==> src/rtl/i2s_pkg.sv <==
// Shared constants for the I2S DAC transmitter: serial mode encoding and frame length helper.
package i2s_pkg;

    localparam logic MODE_LJ  = 1'b0;
    localparam logic MODE_I2S = 1'b1;

    function automatic int unsigned frame_bits(input int unsigned slot_width);
        return 2 * slot_width;
    endfunction

endpackage

==> src/rtl/i2s_sample_fifo.sv <==
// Stereo-pair sample FIFO: synchronous push/pop, combinational head, full/empty flags.
module i2s_sample_fifo #(
    parameter int unsigned WIDTH = 32,
    parameter int unsigned DEPTH = 4
) (
    input  logic             clk,
    input  logic             rst_n,
    input  logic             push,
    input  logic [WIDTH-1:0] wdata,
    input  logic             pop,
    output logic [WIDTH-1:0] rdata,
    output logic             full,
    output logic             empty
);

    localparam int unsigned AW = $clog2(DEPTH);

    logic [WIDTH-1:0] mem [DEPTH];
    logic [AW:0]      wptr_q;
    logic [AW:0]      rptr_q;

    always_ff @(posedge clk or negedge rst_n) begin
        if (!rst_n) begin
            wptr_q <= '0;
            rptr_q <= '0;
        end else begin
            if (push) wptr_q <= wptr_q + 1'b1;
            if (pop)  rptr_q <= rptr_q + 1'b1;
        end
    end

    always_ff @(posedge clk) begin
        if (push) mem[wptr_q[AW-1:0]] <= wdata;
    end

    assign rdata = mem[rptr_q[AW-1:0]];
    assign empty = (wptr_q == rptr_q);
    // Extra pointer bit distinguishes full from empty when the indices match.
    assign full  = (wptr_q[AW] != rptr_q[AW]) && (wptr_q[AW-1:0] == rptr_q[AW-1:0]);

endmodule

==> src/rtl/i2s_dac_tx.sv <==
// I2S / left-justified DAC transmitter with stereo FIFO and underrun detection.
// Optional UNDERRUN_CNT output enabled by defining I2S_DAC_TX_UNDERRUN_CNT_EN.
module i2s_dac_tx #(
    parameter int unsigned SAMPLE_WIDTH = 16,
    parameter int unsigned SLOT_WIDTH   = 32,
    parameter int unsigned BCLK_DIV     = 4,
    parameter int unsigned FIFO_DEPTH   = 4
) (
    input  logic                    CLK,
    input  logic                    RST_N,
    input  logic                    S_VALID,
    output logic                    S_READY,
    input  logic [SAMPLE_WIDTH-1:0] S_LEFT,
    input  logic [SAMPLE_WIDTH-1:0] S_RIGHT,
    input  logic                    MODE_I2S,
    output logic                    AUD_XCK,
    output logic                    AUD_BCLK,
    output logic                    AUD_DACLRCK,
    output logic                    AUD_DACDAT,
    output logic                    UNDERRUN
`ifdef I2S_DAC_TX_UNDERRUN_CNT_EN
    ,
    output logic [15:0]             UNDERRUN_CNT
`endif
);

    import i2s_pkg::*;

    localparam int unsigned FRAME_BITS = frame_bits(SLOT_WIDTH);
    localparam int unsigned CNT_W      = $clog2(FRAME_BITS);
    localparam int unsigned DIV_W      = $clog2(BCLK_DIV);

    localparam logic [DIV_W-1:0] DIV_LAST = DIV_W'(BCLK_DIV - 1);
    localparam logic [DIV_W-1:0] DIV_HALF = DIV_W'(BCLK_DIV / 2);
    localparam logic [CNT_W-1:0] BIT_LAST = CNT_W'(FRAME_BITS - 1);
    localparam logic [CNT_W-1:0] SLOT_C   = CNT_W'(SLOT_WIDTH);
    localparam logic [CNT_W-1:0] SAMPLE_C = CNT_W'(SAMPLE_WIDTH);

    logic [DIV_W-1:0]        div_q, div_d;
    logic [CNT_W-1:0]        bit_q, bit_d;
    logic                    started_q, bclk_q, lrck_q, dat_q, underrun_q, ready_q, mode_q;
    logic [SAMPLE_WIDTH-1:0] frame_l_q, frame_r_q;

    logic                      bclk_fall, frame_start, underrun_d, dat_d, right_slot, cur_mode;
    logic [CNT_W-1:0]          slot_pos, msb_pos, off;
    logic [SAMPLE_WIDTH-1:0]   cur_l, cur_r, cur_sample, shifted;
    logic [2*SAMPLE_WIDTH-1:0] fifo_rdata;
    logic                      fifo_full, fifo_empty, fifo_push, fifo_pop;

    assign fifo_push = S_VALID && S_READY;
    assign fifo_pop  = frame_start && !fifo_empty;

    i2s_sample_fifo #(
        .WIDTH (2 * SAMPLE_WIDTH),
        .DEPTH (FIFO_DEPTH)
    ) u_fifo (
        .clk   (CLK),
        .rst_n (RST_N),
        .push  (fifo_push),
        .wdata ({S_LEFT, S_RIGHT}),
        .pop   (fifo_pop),
        .rdata (fifo_rdata),
        .full  (fifo_full),
        .empty (fifo_empty)
    );

    always_comb begin
        bclk_fall   = (div_q == DIV_LAST);
        div_d       = bclk_fall ? '0 : div_q + 1'b1;
        // The very first fall after reset opens a frame without waiting for a wrap.
        frame_start = bclk_fall && (!started_q || bit_q == BIT_LAST);
        bit_d       = bit_q;
        if (frame_start)    bit_d = '0;
        else if (bclk_fall) bit_d = bit_q + 1'b1;
        underrun_d  = frame_start && fifo_empty;

        cur_l    = frame_l_q;
        cur_r    = frame_r_q;
        cur_mode = mode_q;
        if (frame_start) begin
            cur_l    = fifo_empty ? '0 : fifo_rdata[2*SAMPLE_WIDTH-1:SAMPLE_WIDTH];
            cur_r    = fifo_empty ? '0 : fifo_rdata[SAMPLE_WIDTH-1:0];
            cur_mode = MODE_I2S;
        end

        right_slot = (bit_d >= SLOT_C);
        slot_pos   = right_slot ? bit_d - SLOT_C : bit_d;
        msb_pos    = (cur_mode == i2s_pkg::MODE_I2S) ? CNT_W'(1) : '0;
        off        = slot_pos - msb_pos;
        cur_sample = right_slot ? cur_r : cur_l;
        shifted    = cur_sample << off;
        dat_d      = (slot_pos >= msb_pos) && (off < SAMPLE_C) && shifted[SAMPLE_WIDTH-1];
    end

    always_ff @(posedge CLK or negedge RST_N) begin
        if (!RST_N) begin
            div_q      <= '0;
            bit_q      <= '0;
            started_q  <= 1'b0;
            bclk_q     <= 1'b0;
            lrck_q     <= 1'b0;
            dat_q      <= 1'b0;
            underrun_q <= 1'b0;
            ready_q    <= 1'b0;
            mode_q     <= 1'b0;
            frame_l_q  <= '0;
            frame_r_q  <= '0;
        end else begin
            div_q      <= div_d;
            bit_q      <= bit_d;
            bclk_q     <= (div_d >= DIV_HALF);
            underrun_q <= underrun_d;
            ready_q    <= 1'b1;
            if (bclk_fall) begin
                lrck_q <= right_slot;
                dat_q  <= dat_d;
            end
            if (frame_start) begin
                started_q <= 1'b1;
                mode_q    <= cur_mode;
                frame_l_q <= cur_l;
                frame_r_q <= cur_r;
            end
        end
    end

`ifdef I2S_DAC_TX_UNDERRUN_CNT_EN
    logic [15:0] und_cnt_q;

    always_ff @(posedge CLK or negedge RST_N) begin
        if (!RST_N) begin
            und_cnt_q <= '0;
        end else if (underrun_d && und_cnt_q != 16'hFFFF) begin
            und_cnt_q <= und_cnt_q + 16'd1;
        end
    end

    assign UNDERRUN_CNT = und_cnt_q;
`endif

    assign AUD_XCK     = CLK;
    assign AUD_BCLK    = bclk_q;
    assign AUD_DACLRCK = lrck_q;
    assign AUD_DACDAT  = dat_q;
    assign UNDERRUN    = underrun_q;
    assign S_READY     = ready_q && !fifo_full;

endmodule
==> config.mk <==
export PLATFORM = sky130hd
export DESIGN_NAME = i2s_dac_tx
export DESIGN_NICKNAME = d
export VERILOG_FILES = /design/src/rtl/i2s_pkg.sv /design/src/rtl/i2s_sample_fifo.sv /design/src/rtl/i2s_dac_tx.sv
export SDC_FILE = /design/constraint.sdc
export NUM_CORES = 1
export LEC_CHECK = 0
export CORE_ASPECT_RATIO = 0.5
export CORE_MARGIN = 2
export CORE_UTILIZATION = 35
export DETAILED_ROUTE_END_ITERATION = 7
export SLEW_MARGIN = 20
export SYNTH_ARGS = -nofsm -noshare
export SYNTH_HDL_FRONTEND = slang
export SYNTH_SLANG_ARGS = --single-unit
==> constraint.sdc <==
create_clock -name CLK -period 3.15 [get_ports CLK]
set_input_delay 0.945 -clock CLK [delete_from_list [all_inputs] [get_ports CLK]]
set_output_delay 0.945 -clock CLK [all_outputs]
set_load 0.05 [all_outputs]
* After elaboration in Yosys (flattened, before gate mapping)
Memories as Yosys holds them, arrays and structs flattened. Index checks and enable logic that the tools add are counted.
Operators by class: add/sub/neg operators 6, reductions and logical operators 12, div/mod/pow operators 0, shift operators 1, equal/unequal tests 5, order comparisons 4, bitwise gates (word level) 0, multiplexer cells 13, multipliers 0
Operators with widths (number):
- 16-bit two-way mux | 5
- 6-bit two-way mux | 3
- 16-bit by 6-bit << shifter with 16-bit output | 1
- 1-bit logical AND | 8
- 3-bit by 1-bit adder with 3-bit output (second input constant) | 2
- 6-bit by 1-bit adder with 6-bit output (second input constant) | 1
- 6-bit equality test (second input constant) | 1
- 6-bit by 1-bit >= comparator with 1-bit output | 1
- 6-bit >= comparator (second input constant) | 1
- 6-bit by 5-bit less-than comparator with 1-bit output (second input constant) | 1
- 6-bit by 1-bit subtractor with 6-bit output | 1
- 6-bit subtractor (second input constant) | 1
- 1-bit two-way mux | 4
- 3-bit equality test | 1
- 1-bit logical NOT | 3
- 2-bit by 1-bit adder with 2-bit output (second input constant) | 1
- 2-bit equality test | 1
- 2-bit equality test (second input constant) | 1
- 2-bit >= comparator (second input constant) | 1
- 2-bit two-way mux | 1
- 1-bit logical OR | 1
- 1-bit != test | 1
Storage, ports and cells: RAM bits 128, bits in read-only memories 0, bits of input ports 36, bits in latches 0, register bits 53, memories kept 1, logic and storage cells 55
Memories:
- u_fifo.mem | words 4, bits a word 32, read ports 1, clocked after Yosys merged registers in 0, wr ports 1, line i2s_sample_fifo.sv:18 | logic [WIDTH-1:0] mem [DEPTH];

* Depth between registers and ports, before layout
depth in word-level cells 10, gate-level depth with buffers 15, depth with buffers taken out 13

* Cells and area by module
From an unflattened synthesis, not the netlist that was laid out.
Unflattened totals: cells, all modules 472, area total of the unflattened synthesis 7587.3 µm²
By module, submodules not included:
- i2s_sample_fifo | times used 1, area an instance 5013.6 µm², cells an instance 198, sequential area each 3993.8 µm²
- i2s_dac_tx | times used 1, area an instance 2573.7 µm², cells an instance 274, sequential area each 1151.1 µm²

==> flow_results.xml <==
<?xml version="1.0" encoding="UTF-8"?>
<metrics>
  <group name="sta">
    <metric name="slew-limit-headroom" unit="%">61.1</metric>
    <metric name="clock-skew-final" unit="ns">0.00807</metric>
    <metric name="postLayoutSetupSlackWorst" unit="ns">0.0581</metric>
    <metric name="final-setup-viol-count" unit="">0</metric>
    <metric name="hold_ws" unit="ns">0.400</metric>
    <metric name="finalMaxSlewViolations" unit="">0</metric>
    <metric name="fin_setup_tns" unit="ns">0</metric>
    <metric name="rsz_0062_raised_after_global_routing" unit="">no</metric>
    <metric name="final_hold_viol_count" unit="">0</metric>
    <metric name="least_margin_pin_slew" unit="ns">0.584</metric>
  </group>
  <group name="worst_setup_path">
    <metric name="setup.worst_path.end_class" unit="">output port</metric>
    <metric name="r2r-end" unit="">AUD_DACDAT</metric>
    <metric name="worstRegToRegCells" unit="">14</metric>
    <metric name="cp-start-kind" unit="">clock port</metric>
    <metric name="required" unit="ns">2.20</metric>
    <metric name="critical_path_arrival" unit="ns">2.15</metric>
    <metric name="path_class" unit="">clk -&gt; out</metric>
    <metric name="reg2reg_slack" unit="ns">0.23</metric>
    <metric name="launching_point_of_the_worst_reg2reg_path" unit="">AUD_BCLK</metric>
    <metric name="worstPathMaxFanout" unit="">2</metric>
  </group>
  <group name="logic_synthesis">
    <metric name="postSynthAreaPerCell" unit="sq um">16.6</metric>
    <metric name="synthesis.area" unit="sq um">7530</metric>
    <metric name="synth.net_count" unit="">498</metric>
    <metric name="synthCells" unit="">454</metric>
    <metric name="synthFlopType" unit="">edfxtp_1</metric>
    <metric name="synth_seq_cells" unit="">180</metric>
    <metric name="yosysUniqueCellTypes" unit="">62</metric>
    <metric name="number_of_enable_type_register_cells_in_the_synthesized_netlist" unit="">128</metric>
    <metric name="synth_seq_area_share" unit="%">68.3</metric>
    <metric name="postSynth.asyncResetShare" unit="%">28.9</metric>
    <metric name="ys_warn_count" unit="">0</metric>
  </group>
  <group name="placed_design">
    <metric name="placement.io_buffers" unit="">41</metric>
    <metric name="pre_cts_ws" unit="ns">-0.225</metric>
    <metric name="place.gp.congestion" unit="">0.836</metric>
    <metric name="dp.final_hpwl" unit="microns">10300</metric>
  </group>
  <group name="floorplanning">
    <metric name="initial_utilization" unit="%">36.1</metric>
    <metric name="fp.dieArea" unit="sq um">22800</metric>
    <metric name="die_w" unit="microns">211</metric>
    <metric name="placeableCoreArea" unit="sq um">20800</metric>
    <metric name="rows" unit="">37</metric>
    <metric name="fp.dieH" unit="microns">108</metric>
    <metric name="io-pin-count" unit="">42</metric>
  </group>
  <group name="power_and_ir_drop">
    <metric name="power.share.combinational" unit="%">12.6</metric>
    <metric name="vdd_ir_drop_max" unit="V">0.000366</metric>
    <metric name="power.clock.fraction" unit="%">38.4</metric>
    <metric name="post-layout-total-power" unit="mW">5.91</metric>
    <metric name="power_switching_share" unit="%">26.1</metric>
    <metric name="pwr_density_cell" unit="nW/um^2">645</metric>
    <metric name="proportion_of_power_drawn_by_flip_flops_and_latches" unit="%">49.0</metric>
    <metric name="power.internal" unit="mW">4.36</metric>
    <metric name="total_switching_power" unit="mW">1.54</metric>
    <metric name="p_leak" unit="nW">3.31</metric>
  </group>
  <group name="final_layout">
    <metric name="final_core_util" unit="%">44.0</metric>
    <metric name="antennaDiodeCount" unit="">0</metric>
    <metric name="area_growth" unit="%">21.7</metric>
    <metric name="numnets_final" unit="">571</metric>
    <metric name="layout-drive-gt1-share" unit="%">22.8</metric>
  </group>
  <group name="route">
    <metric name="dr.first_iter.drc_count" unit="">377</metric>
    <metric name="drc_viols" unit="">0</metric>
    <metric name="wire_per_inst" unit="microns">19.3</metric>
    <metric name="detail_route.first_pass.iterations" unit="">5</metric>
    <metric name="post_drt_via_cell_ratio" unit="">5.27</metric>
    <metric name="finalWirelength" unit="microns">15700</metric>
    <metric name="vias" unit="">4287</metric>
    <metric name="antenna_left" unit="">0</metric>
  </group>
  <group name="global_routing">
    <metric name="gr-usage-all-layers" unit="%">14.9</metric>
    <metric name="antenna_found_initial" unit="">0</metric>
    <metric name="first_global_vias" unit="">4398</metric>
    <metric name="grt_pass1_wl" unit="microns">25100</metric>
    <metric name="grt_max_degree" unit="">41</metric>
    <metric name="residual_overflow_from_global_routing" unit="">0</metric>
  </group>
  <group name="min_path">
    <metric name="hold_path.class" unit="">in -&gt; async</metric>
  </group>
  <group name="flow_run">
    <metric name="cap_viol_max_count" unit="">0</metric>
  </group>
  <group name="clock_network">
    <metric name="post-cts-setup-buffer-count" unit="">0</metric>
    <metric name="tritoncts" unit="">done</metric>
    <metric name="clkLatencyLatePin" unit="ns">0.55</metric>
    <metric name="clkTransAtPathRegs" unit="ns">0.07</metric>
    <metric name="cts_hold_repair.buffers" unit="">0</metric>
  </group>
  <group name="status">
    <metric name="status" unit="">complete, no violations</metric>
  </group>
</metrics>
-- kinds of logic (layout without fill, tap and decap cells) --
kind of cell	count (synthesis)	after routing	synth area share (%)
other cells	1	1	0.0498
flops	180	180	68.3
mux	46	46	11.5
buf+inv	47	133	3.02
simple gates	73	73	5.47
xor+xnor	9	9	1.05
compound gates	90	90	9.24
fa+ha+maj	8	8	1.33
-- routing by layer --
| metal | global-route usage, % | routed length [microns] | share of wire, % |
|---|---|---|---|
| met4 | 4.58 | 169 | 1.1 |
| met3 | 4.73 | 740 | 4.7 |
| met2 | 21.9 | 7140 | 45 |
| met5 | 0 | 0 | 0 |
| met1 | 21.1 | 7640 | 49 |
-- cell type report --
type	count	area, sq um
Tap cell	273	342
Multi-Input combinational cell	227	2170
Clock buffer	22	515
Timing Repair Buffer	76	763
Sequential cell	180	5150
Fill cell	1822	11700
Inverter	21	78.8
Clock inverter	14	145
-- how the worst max path moves through the flow --
stage | startpoint | endpoint | cells after the start | slack, ns
floorplan | u_fifo.rptr_q[0] | u_fifo.mem[3][0] | 5 | 0.07
global placement | MODE_I2S | AUD_DACDAT | 12 | -0.18
detailed placement | MODE_I2S | AUD_DACDAT | 12 | -0.23
CTS | u_fifo.rptr_q[0] | S_READY | 4 | 0.03
global route | AUD_BCLK | AUD_DACDAT | 14 | 0.01
finish | CLK | AUD_XCK | 3 | 0.06
-- registers in the layout, summed over array words and instances (netlist names) --
register	cells
UNDERRUN	1
AUD_DACDAT	1
div_q	1
AUD_BCLK	1
mode_q	1
bit_q	6
u_fifo.wptr_q	3
u_fifo.mem	128
u_fifo.rptr_q	3
started_q	1
ready_q	1
frame_l_q	16
frame_r_q	16
AUD_DACLRCK	1
-- per-stage QoR --
stage                     cells  cell area (sq um)
after floorplan             454               7530
after global placement      778               8500
after detailed placement    778               8500
after CTS                   813               9150
after global routing        813               9160
final                       813               9160
-- critical path: stages --
cell and delay [ns]:
clkbuf_16 0.12, clkbuf_16 0.13, clkdlybuf4s15_2 0.33
-- cells in the mapped netlist (all sizes together), types with 6 or more instances --
library cell	instances	area, sq um
edfxtp	128	3840
o21ai	11	58.8
nand2	20	75.1
clkbuf	7	27.5
and3	8	50.1
a22o	17	149
dfrtp	52	1300
o31ai	17	128
mux4	32	721
inv	20	75.1
nor2	10	40.0
ha	8	100
mux2i	10	100
o211ai	15	113
nand3	6	40.0
buf	19	121
-- cells in the final DEF (no fill, tap or decap), drive strengths merged, types with 3 or more instances in the layout --
cell type	n
a21oi	3
a22o	17
a31oi	3
a32oi	3
and3	8
buf	38
clkbuf	21
clkdlybuf4s50	38
clkinv	7
dfrtp	52
edfxtp	128
ha	8
inv	26
mux2	4
mux2i	10
mux4	32
nand2	20
nand2b	4
nand3	6
nand4b	3
nor2	10
nor2b	3
nor3	5
nor4	3
o211ai	15
o21ai	11
o2bb2ai	4
o31ai	17
xnor2	4
xor2	5
-- power groups by stage --
stage	clock [mW]	sequential (mW)	combinational [mW]
floorplan	0.0684	2.91	0.454
detailed placement	0.0732	2.95	0.751
global placement	0.0732	2.93	0.733
CTS	2.32	2.90	0.756
finish	2.27	2.90	0.743
global route	2.42	2.92	0.814
-- timing repair --
item                       CTS  global route
resized for setup            3             4
setup endpoints to repair    1             2
cloned                       0             0
No activity file was read; power rests on OpenSTA's default activity.
